**src/rtl/pcm_frame_packer_if.sv**
```systemverilog
// PCM frame handshake and TX byte-FIFO write port of pcm_frame_packer.
// The packer uses the slave modport; the frame producer / FIFO side uses master.
interface pcm_frame_packer_if #(
  parameter int SAMPLE_WIDTH = 24,
  parameter int CHANNELS     = 2,
  parameter int SPACE_WIDTH  = 18
);
  logic                             pcm_valid;
  logic [CHANNELS*SAMPLE_WIDTH-1:0] pcm_data;
  logic                             pcm_ready;
  logic [SPACE_WIDTH-1:0]           fifo_space;
  logic                             fifo_wr_en;
  logic [7:0]                       fifo_wr_data;

  modport master (
    output pcm_valid, pcm_data, fifo_space,
    input  pcm_ready, fifo_wr_en, fifo_wr_data
  );

  modport slave (
    input  pcm_valid, pcm_data, fifo_space,
    output pcm_ready, fifo_wr_en, fifo_wr_data
  );
endinterface

```
**src/rtl/pcm_frame_packer.sv**
```systemverilog
// Packs one multi-channel PCM frame per handshake into the SPI TX byte FIFO,
// optionally prefixed by a sync byte and sequence byte; frames that do not fit are dropped whole.
module pcm_frame_packer #(
  parameter int         SAMPLE_WIDTH     = 24,
  parameter int         CHANNELS         = 2,
  parameter int         BYTES_PER_SAMPLE = 2,
  parameter int         HEADER_EN        = 1,
  parameter logic [7:0] HEADER_BYTE      = 8'hA5,
  parameter int         SPACE_WIDTH      = 18,
  parameter int         DROP_CNT_WIDTH   = 8
) (
  input  logic                      clk,
  input  logic                      rst_n,
  pcm_frame_packer_if.slave         bus,
  input  logic                      capture_en_i,
  output logic                      busy_o,
  output logic                      frame_done_o,
  output logic                      drop_pulse_o,
  output logic [DROP_CNT_WIDTH-1:0] drop_count_o,
  output logic [7:0]                seq_num_o
);

  localparam int HDR_BYTES = (HEADER_EN != 0) ? 2 : 0;
  localparam int FB        = HDR_BYTES + CHANNELS * BYTES_PER_SAMPLE;
  localparam int KEEP_W    = 8 * BYTES_PER_SAMPLE;
  localparam int CNT_W     = $clog2(FB + 1);

  localparam logic [SPACE_WIDTH-1:0] FB_SPACE = SPACE_WIDTH'(FB);
  localparam logic [CNT_W-1:0]       LAST_IDX = CNT_W'(FB - 1);

  typedef enum logic {IDLE, EMIT} state_t;

  state_t                    state_q;
  logic [FB*8-1:0]           shift_q;
  logic [CNT_W-1:0]          cnt_q;
  logic                      pcm_ready_q;
  logic                      wr_en_q;
  logic [7:0]                wr_data_q;
  logic                      busy_q;
  logic                      frame_done_q;
  logic                      drop_pulse_q;
  logic [DROP_CNT_WIDTH-1:0] drop_count_q;
  logic [7:0]                seq_num_q;

  // Whole frame laid out in emission order, byte 0 in the LSBs.
  logic [FB*8-1:0] frame_bytes;

  if (HEADER_EN != 0) begin : g_hdr
    assign frame_bytes[15:0] = {seq_num_q, HEADER_BYTE};
  end

  for (genvar c = 0; c < CHANNELS; c++) begin : g_chan
    assign frame_bytes[(HDR_BYTES + c*BYTES_PER_SAMPLE)*8 +: KEEP_W] =
      bus.pcm_data[c*SAMPLE_WIDTH + SAMPLE_WIDTH - 1 -: KEEP_W];
  end

  // Sample LSBs below the kept bytes are truncated on purpose.
  logic unused_lsbs;
  assign unused_lsbs = ^bus.pcm_data;

  // NOTE: sequential state uses non-blocking assignments only, so every
  // register samples pre-edge values and simulation matches the netlist.
  always_ff @(posedge clk or negedge rst_n) begin
    if (!rst_n) begin
      state_q      <= IDLE;
      // NOTE: the byte shift register is reset along with the control state,
      // so an abandoned frame can never leak residual bytes later.
      shift_q      <= '0;
      cnt_q        <= '0;
      pcm_ready_q  <= 1'b0;
      wr_en_q      <= 1'b0;
      wr_data_q    <= '0;
      busy_q       <= 1'b0;
      frame_done_q <= 1'b0;
      drop_pulse_q <= 1'b0;
      drop_count_q <= '0;
      seq_num_q    <= '0;
    end else begin
      drop_pulse_q <= 1'b0;
      case (state_q)
        IDLE: begin
          pcm_ready_q <= 1'b1;
          if (bus.pcm_valid && pcm_ready_q && capture_en_i) begin
            if (bus.fifo_space >= FB_SPACE) begin
              state_q      <= EMIT;
              pcm_ready_q  <= 1'b0;
              busy_q       <= 1'b1;
              wr_en_q      <= 1'b1;
              wr_data_q    <= frame_bytes[7:0];
              shift_q      <= frame_bytes >> 8;
              cnt_q        <= LAST_IDX;
              frame_done_q <= (LAST_IDX == '0);
            end else begin
              drop_pulse_q <= 1'b1;
              seq_num_q    <= seq_num_q + 8'd1;
              if (drop_count_q != '1) begin
                drop_count_q <= drop_count_q + 1'b1;
              end
            end
          end
        end

        EMIT: begin
          if (cnt_q == '0) begin
            // Last byte has just been presented: close the frame.
            state_q      <= IDLE;
            wr_en_q      <= 1'b0;
            frame_done_q <= 1'b0;
            busy_q       <= 1'b0;
            pcm_ready_q  <= 1'b1;
            seq_num_q    <= seq_num_q + 8'd1;
          end else begin
            wr_data_q    <= shift_q[7:0];
            shift_q      <= shift_q >> 8;
            cnt_q        <= cnt_q - 1'b1;
            frame_done_q <= (cnt_q == CNT_W'(1));
          end
        end

        default: state_q <= IDLE;
      endcase
    end
  end

  assign bus.pcm_ready    = pcm_ready_q;
  assign bus.fifo_wr_en   = wr_en_q;
  assign bus.fifo_wr_data = wr_data_q;
  assign busy_o           = busy_q;
  assign frame_done_o     = frame_done_q;
  assign drop_pulse_o     = drop_pulse_q;
  assign drop_count_o     = drop_count_q;
  assign seq_num_o        = seq_num_q;

endmodule

```
**src/flat_wrapper.sv**
```systemverilog
// flat-port wrapper written by rule: the top's interface ports become plain ports
module pcm_frame_packer_flat 
#(
  parameter int         SAMPLE_WIDTH     = 24,
  parameter int         CHANNELS         = 2,
  parameter int         BYTES_PER_SAMPLE = 2,
  parameter int         HEADER_EN        = 1,
  parameter logic [7:0] HEADER_BYTE      = 8'hA5,
  parameter int         SPACE_WIDTH      = 18,
  parameter int         DROP_CNT_WIDTH   = 8
)
  (clk, rst_n, capture_en_i, busy_o, frame_done_o, drop_pulse_o, drop_count_o, seq_num_o, bus_pcm_valid, bus_pcm_data, bus_fifo_space, bus_pcm_ready, bus_fifo_wr_en, bus_fifo_wr_data);
  pcm_frame_packer_if #(.SAMPLE_WIDTH(SAMPLE_WIDTH), .CHANNELS(CHANNELS), .SPACE_WIDTH(SPACE_WIDTH)) bus_i ();
  input  logic clk;
  input  logic rst_n;
  input  logic capture_en_i;
  output logic busy_o;
  output logic frame_done_o;
  output logic drop_pulse_o;
  output logic [DROP_CNT_WIDTH-1:0] drop_count_o;
  output logic [7:0] seq_num_o;
  input wire logic [$bits(bus_i.pcm_valid)-1:0] bus_pcm_valid;
  input wire logic [$bits(bus_i.pcm_data)-1:0] bus_pcm_data;
  input wire logic [$bits(bus_i.fifo_space)-1:0] bus_fifo_space;
  output wire logic [$bits(bus_i.pcm_ready)-1:0] bus_pcm_ready;
  output wire logic [$bits(bus_i.fifo_wr_en)-1:0] bus_fifo_wr_en;
  output wire logic [$bits(bus_i.fifo_wr_data)-1:0] bus_fifo_wr_data;
  assign bus_i.pcm_valid = bus_pcm_valid;
  assign bus_i.pcm_data = bus_pcm_data;
  assign bus_i.fifo_space = bus_fifo_space;
  assign bus_pcm_ready = bus_i.pcm_ready;
  assign bus_fifo_wr_en = bus_i.fifo_wr_en;
  assign bus_fifo_wr_data = bus_i.fifo_wr_data;
  pcm_frame_packer #(.SAMPLE_WIDTH(SAMPLE_WIDTH), .CHANNELS(CHANNELS), .BYTES_PER_SAMPLE(BYTES_PER_SAMPLE), .HEADER_EN(HEADER_EN), .HEADER_BYTE(HEADER_BYTE), .SPACE_WIDTH(SPACE_WIDTH), .DROP_CNT_WIDTH(DROP_CNT_WIDTH)) u_core (.clk(clk), .rst_n(rst_n), .bus(bus_i), .capture_en_i(capture_en_i), .busy_o(busy_o), .frame_done_o(frame_done_o), .drop_pulse_o(drop_pulse_o), .drop_count_o(drop_count_o), .seq_num_o(seq_num_o));
endmodule
```
**config.mk**
```make
export PLATFORM = sky130hd
export DESIGN_NAME = pcm_frame_packer_flat
export DESIGN_NICKNAME = d
export VERILOG_FILES = /design/src/rtl/pcm_frame_packer_if.sv /design/src/rtl/pcm_frame_packer.sv /design/src/flat_wrapper.sv
export SDC_FILE = /design/constraint.sdc
export NUM_CORES = 1
export LEC_CHECK = 0
export ABC_AREA = 0
export CORE_MARGIN = 3
export CORE_UTILIZATION = 47
export CTS_BUF_LIST = sky130_fd_sc_hd__clkbuf_4 sky130_fd_sc_hd__clkbuf_8 sky130_fd_sc_hd__clkbuf_16
export CTS_CLUSTER_DIAMETER = 40
export DETAILED_ROUTE_END_ITERATION = 12
export PLACE_DENSITY_LB_ADDON = 0.15
export SYNTH_ARGS = -nofsm -noshare
export SYNTH_HDL_FRONTEND = slang
export SYNTH_SLANG_ARGS = --single-unit
```
**constraint.sdc**
```tcl
create_clock -name clk -period 2.55 [get_ports clk]
set_input_delay 0.6375 -clock clk [delete_from_list [all_inputs] [get_ports clk]]
set_output_delay 0.6375 -clock clk [all_outputs]
set_load 0.005 [all_outputs]
```
Word-level counts from Yosys, hierarchy flattened
Cells that the tools add are included.

operators by class
  eq/ne operators = 7
  add/subtract/negate cells = 3
  reductions and logical operators = 8
  bitwise logic cells = 2
  muxes and demuxes = 34
  magnitude comparators = 1

operators by type and width
  operator               count
  $mux W48               3
  $pmux W48 S2           1
  $mux W8                6
  $pmux W8 S2            2
  $ge A18 B3 Y1 const B  1
  $add A8 B1 Y8 const B  2
  $mux W1                14
  $mux W3                3
  $reduce_and A3 Y1      3
  $ne A8 B8 Y1 const B   1
  $pmux W1 S2            4
  $ne A2 B2 Y1 const B   3
  $pmux W3 S2            1
  $ne A2 B1 Y1 const B   2
  $reduce_and A4 Y1      1
  $eq A3 B1 Y1 const B   1
  $logic_not A3 Y1       1
  $sub A3 B1 Y3 const B  1
  $logic_and A1 B1 Y1    2
  $not A1 Y1             2
  $reduce_and A2 Y1      1

word-level totals
  register bits = 80
  output and inout bits = 29
  logic and storage cells = 65

Logic depth before layout (Yosys ltp)
Gate-level depths: netlist of run 1.

  depth after elaboration = 4
  depth in mapped cells = 8

Worst setup path after synthesis of run 1
No wires, ideal clock.

  path kind = input port to flip-flop
  start = input bus_fifo_space[17]
  end = register u_core.drop_count_q[1] (netlist: u_core.drop_count_o[1])
  arrival = 2283 ps
  setup time = 125 ps
  setup slack = 142 ps
  required time = 2425 ps
  stages on the path = 4
  path through = or4_4 -> or3_4 -> a311oi_4 -> mux2_2

on the way
  longest elaborated chain between the ends = 3

ends and longest elaborated chain
  item                                line                    source
  start: declaration                  flat_wrapper.sv:24      input wire logic [$bits(bus_i.fifo_space)-1:0] bus_fifo_space;
  $ge A18 B3 Y1                       pcm_frame_packer.sv:84  if (bus.fifo_space >= FB_SPACE) begin
  $not A1 Y1 (no source line)         -
  $reduce_and A4 Y1 (no source line)  -
  end signal: assignment              pcm_frame_packer.sv:97  drop_count_q <= drop_count_q + 1'b1;
  end: declaration                    pcm_frame_packer.sv:42  logic [DROP_CNT_WIDTH-1:0] drop_count_q;

No other way between the ends.
A chain may end at the register's enable or synchronous reset.

Final worst setup path of run 1
  start = input bus_fifo_space[17]
  end = register u_core.seq_num_q[4] (netlist: u_core.seq_num_o[4])

on the way
  longest elaborated chain between the ends = 3

ends and longest elaborated chain
  item                                line                     source
  $ge A18 B3 Y1                       pcm_frame_packer.sv:84
  $ne A2 B2 Y1 (no source line)       -
  $reduce_and A3 Y1 (no source line)  -
  end signal: assignment              pcm_frame_packer.sv:95   seq_num_q <= seq_num_q + 8'd1;
  end signal: assignment              pcm_frame_packer.sv:111  seq_num_q <= seq_num_q + 8'd1;
  end: declaration                    pcm_frame_packer.sv:43   logic [7:0] seq_num_q;

No other way between the ends.

==> results of run 1 <==
[registers in the layout, indices dropped and copies added (netlist names)]
register and count:
u_core.seq_num_o 8, u_core.frame_done_o 1, u_core.shift_q 40, u_core.drop_pulse_o 1, u_core.bus.fifo_wr_en 1, u_core.bus.fifo_wr_data 8, u_core.cnt_q 3, u_core.drop_count_o 8
u_core.state_q 1, u_core.bus.pcm_ready 1
[cells by family after synthesis]
family | Yosys count
compound gates | 60
xor+xnor | 12
fa+ha+maj | 5
buf+inv | 35
flops | 72
mux | 40
simple gates | 89
[worst paths after layout]
| check | startpoint | to | slack (ps) | depth (start not counted) |
|---|---|---|---|---|
| hold reg to reg | u_core.shift_q[19] | u_core.shift_q[19] | 500 | 2 |
| setup reg to reg | u_core.cnt_q[1] | u_core.bus.fifo_wr_data[1] | 420 | 8 |
| max in group asynchronous | rst_n | u_core.shift_q[19] | 1700 | 2 |
| setup / recovery | bus_fifo_space[17] | u_core.seq_num_o[4] | 90 | 8 |
| min in group clk | u_core.shift_q[19] | u_core.shift_q[19] | 500 | 2 |
| hold / removal | rst_n | u_core.seq_num_o[7] | 270 | 1 |
[worst max-delay path: cells and delay by family]
| kind | cells | cell delay, ps |
|---|---|---|
| XOR/XNOR | 1 | 160 |
| buffers and inverters | 3 | 710 |
| AND/OR/NAND/NOR | 3 | 1010 |
| AO/OA/AOI/OAI | 1 | 140 |
[cell usage after synthesis]
library cell	count	area share, %
sky130_fd_sc_hd__nor2_1	12	1.3
sky130_fd_sc_hd__xnor2_1	10	2.6
sky130_fd_sc_hd__o21ai_1	1	0.15
sky130_fd_sc_hd__nor4_1	3	0.56
sky130_fd_sc_hd__a311oi_4	1	0.78
sky130_fd_sc_hd__nand2_1	7	0.78
sky130_fd_sc_hd__nor2b_1	1	0.19
sky130_fd_sc_hd__and2_0	1	0.19
sky130_fd_sc_hd__buf_4	1	0.22
sky130_fd_sc_hd__or4_4	1	0.33
sky130_fd_sc_hd__o221ai_1	1	0.26
sky130_fd_sc_hd__a22o_1	5	1.3
sky130_fd_sc_hd__a21boi_0	1	0.22
sky130_fd_sc_hd__o21ai_2	1	0.26
sky130_fd_sc_hd__o31ai_4	1	0.63
sky130_fd_sc_hd__and3_1	7	1.3
sky130_fd_sc_hd__nand4b_1	1	0.26
sky130_fd_sc_hd__o21ai_0	42	6.2
sky130_fd_sc_hd__clkbuf_1	15	1.7
sky130_fd_sc_hd__mux2i_1	32	9.5
sky130_fd_sc_hd__or3_4	2	0.67
sky130_fd_sc_hd__o31a_2	1	0.30
sky130_fd_sc_hd__nand2b_1	3	0.56
sky130_fd_sc_hd__buf_2	4	0.59
sky130_fd_sc_hd__ha_1	5	1.9
sky130_fd_sc_hd__nand3_1	44	6.5
sky130_fd_sc_hd__inv_1	15	1.7
sky130_fd_sc_hd__mux2_2	8	2.7
sky130_fd_sc_hd__a21oi_1	5	0.74
sky130_fd_sc_hd__nand4_1	7	1.3
sky130_fd_sc_hd__o21a_1	1	0.22
sky130_fd_sc_hd__dfrtp_1	72	54
sky130_fd_sc_hd__xor2_1	2	0.52
[per-stage QoR]
| step | instances | total power [mW] | hold slack, ps |
|---|---|---|---|
| 2_1_floorplan | 313 | 2.97 | 342 |
| 3_3_place_gp | 487 | 3.65 | 480 |
| 3_5_place_dp | 487 | 3.73 | 490 |
| 4_1_cts | 503 | 4.57 | 278 |
| 5_1_grt | 503 | 4.85 | 301 |
| 6_report | 503 | 4.52 | 273 |
[final cells by class]
class / count / area [um^2]
Multi-Input combinational cell: 206 / 1440
Sequential cell: 72 / 1800
Clock buffer: 12 / 159
Fill cell: 566 / 2310
Inverter: 15 / 56.3
Tap cell: 96 / 120
Clock inverter: 4 / 28.8
Timing Repair Buffer: 98 / 961
[layout by cell type (no fill, tap or decap), types with 2 or more instances in the layout]
master and n:
sky130_fd_sc_hd__nand4_1 7, sky130_fd_sc_hd__a21oi_1 5, sky130_fd_sc_hd__xnor2_1 10, sky130_fd_sc_hd__clkbuf_8 11, sky130_fd_sc_hd__buf_4 16, sky130_fd_sc_hd__nand3_1 44
sky130_fd_sc_hd__nand2_1 7, sky130_fd_sc_hd__o21ai_0 42, sky130_fd_sc_hd__dfrtp_1 71, sky130_fd_sc_hd__nor2_1 12, sky130_fd_sc_hd__mux2i_1 32, sky130_fd_sc_hd__and3_1 7
sky130_fd_sc_hd__buf_12 2, sky130_fd_sc_hd__clkinvlp_4 2, sky130_fd_sc_hd__xor2_1 2, sky130_fd_sc_hd__a22o_1 5, sky130_fd_sc_hd__ha_1 5, sky130_fd_sc_hd__clkdlybuf4s50_1 80
sky130_fd_sc_hd__nor4_1 3, sky130_fd_sc_hd__mux2_2 8, sky130_fd_sc_hd__nand2b_1 3, sky130_fd_sc_hd__inv_1 15, sky130_fd_sc_hd__or3_4 2
[report_power, final]
group / switching, mW / leakage, nW / internal (mW)
logic: 0.947 / 1.03 / 0.921
clock network: 0.417 / 0.0920 / 0.417
registers: 0.266 / 0.924 / 1.55
total: 1.63 / 2.05 / 2.89
[layer usage]
metal	global-route usage, %	routed length (um)	vias up
met2	32.1	3860	48
met5	0	0	-
met3	2.67	238	8
li1	-	-	1290
met1	23.4	3250	1269
met4	7.65	94	0
==> Implementation_results.wiki, run 1 <==
{| class="wikitable"
! Metric !! Value
|-
| Total Wirelength || 7440 um
|-
| Fraction of the cycle the final worst path needs || 96.3%
|-
| CP Cell Sequence || clkdlybuf4s50_1 -> or4_4 -> or3_4 -> buf_4 -> o21ai_2 -> buf_4 -> nand4_1 -> xnor2_1
|-
| Area of the core region || 0.00687 mm^2
|-
| Number of vias after detailed routing || 2615
|-
| Iteration-0 DRC count of the detailed router || 134
|-
| Leakage Power || 2.05 nW
|-
| Cell row count || 30
|-
| Chip width || 90.6 um
|-
| Clock latency reported for the late side of the worst-skew pair || 340 ps
|-
| Number of max-slew violations in the final report || 0
|-
| TritonCTS Sinks || 72
|-
| Cell with the largest stage delay on the worst path || sky130_fd_sc_hd__or4_4
|-
| Count of buffers inserted at the top-level ports || 81
|-
| WP data arrival || 2670 ps
|-
| Share of cells above drive strength 1 || 12.5%
|-
| Largest family of logic cells by synthesized area || simple AND/OR/NAND/NOR gates
|-
| Final-report hold violation count || 0
|-
| Synth Register Bits || 72
|-
| Critical Path End Type || flip-flop
|-
| Via count of the first global-routing pass || 2622
|-
| Global-route wire length before repair || 12400 um
|-
| Total power density per cell area || 991 mW/mm^2
|-
| WP data required || 2760 ps
|-
| Worst setup path class || in2reg
|-
| Average routed wire per standard cell || 14.8 um
|-
| Design area || 0.00456 mm^2
|-
| TritonCTS buffer count || 9
|-
| Final weighted congestion in routability-driven placement || 0.738
|-
| Maximum root-to-sink buffer count || 2
|-
| Outcome || finished clean
|-
| Worst slew margin relative to its limit || 54.6%
|-
| Number of primary I/O pins || 99
|-
| Largest net degree at the start of global routing || 45
|-
| Number of remaining DRC errors || 0
|-
| Number of gates given a new drive strength after cts || 0
|-
| Placed inst area || 0.00438 mm^2
|-
| Measured slew at the worst slew-check pin || 681 ps
|-
| Per-cell via count in the routed design || 5.20
|-
| Worst hold path class || in2async
|-
| Post-route setup slack || 94.4 ps
|-
| Final-layout setup total negative slack || 0 ps
|-
| Detailed-router iteration count before antenna repair || 4
|-
| Launching element type of the critical path || input port
|-
| Total of warnings raised by yosys || 0
|-
| Area growth syn-to-layout || 35.6%
|-
| Largest fanout on the critical path || 7
|-
| Net count reported at finish || 477
|-
| Share of synthesized area occupied by flip-flops and latches || 53.5%
|-
| Antenna diodes || 0
|-
| Fmax achieved || 0.407 GHz
|-
| GRT overflow || 0
|-
| HPWL after detailed placement || 5260 um
|-
| Unrepaired setup endpoints after global routing || no
|-
| Yosys cell types || 33
|-
| Clock tree root buffer cell || sky130_fd_sc_hd__clkbuf_8
|-
| Mux cell area share after synthesis || 12.2%
|-
| Die outline height || 90.6 um
|-
| Area enclosed by the die boundary || 0.00821 mm^2
|-
| Average cell area after synthesis || 10.8 um^2
|-
| Number of cells produced by synthesis || 313
|-
| Post-Place Worst Slack || -289 ps
|-
| Number of max-cap violations || 0
|-
| Clock skew || 8.10 ps
|-
| Clock tree from TritonCTS || yes
|-
| Area fraction in and, or, nand and nor cells after synthesis || 14.0%
|-
| Delay of the slowest cell on the worst path || 530 ps
|-
| Worst voltage drop across the vdd grid || 0.457 mV
|-
| Compound-Gate Fraction of Synth Area || 11.1%
|-
| Combined area of all synthesized cells || 0.00337 mm^2
|-
| Starting Density || 49.0%
|-
| Number of setup buffers added after CTS || 0
|-
| Core Util, Final || 66.4%
|-
| Most used cell along the critical path || sky130_fd_sc_hd__buf_4
|-
| Final count of negative-setup-slack endpoints || 0
|-
| Hold buffer count at cts || 0
|-
| Initial antenna violation count || 0
|-
| Number of nets in the synthesized netlist || 388
|-
| Depth of the CTS H-tree || 3
|-
| Routed Antenna Nets || 0
|-
| Adder-cell share of the synthesized area || 1.86%
|-
| Clock Pin Slew Worst Setup and Hold Paths || 70 ps
|-
| Crit path time final || 2460 ps
|-
| Post-synthesis xor/xnor area fraction || 3.12%
|-
| Global-route usage over all layers || 18.6%
|}
(Power assumes the default switching activity.)
==> inputs of run 2 (changes only) <==
Settings changed: SLEW_MARGIN set to 20.
==> results of run 2 <==
Same layout as run 1: the final DEF is identical, and so are final timing and power.
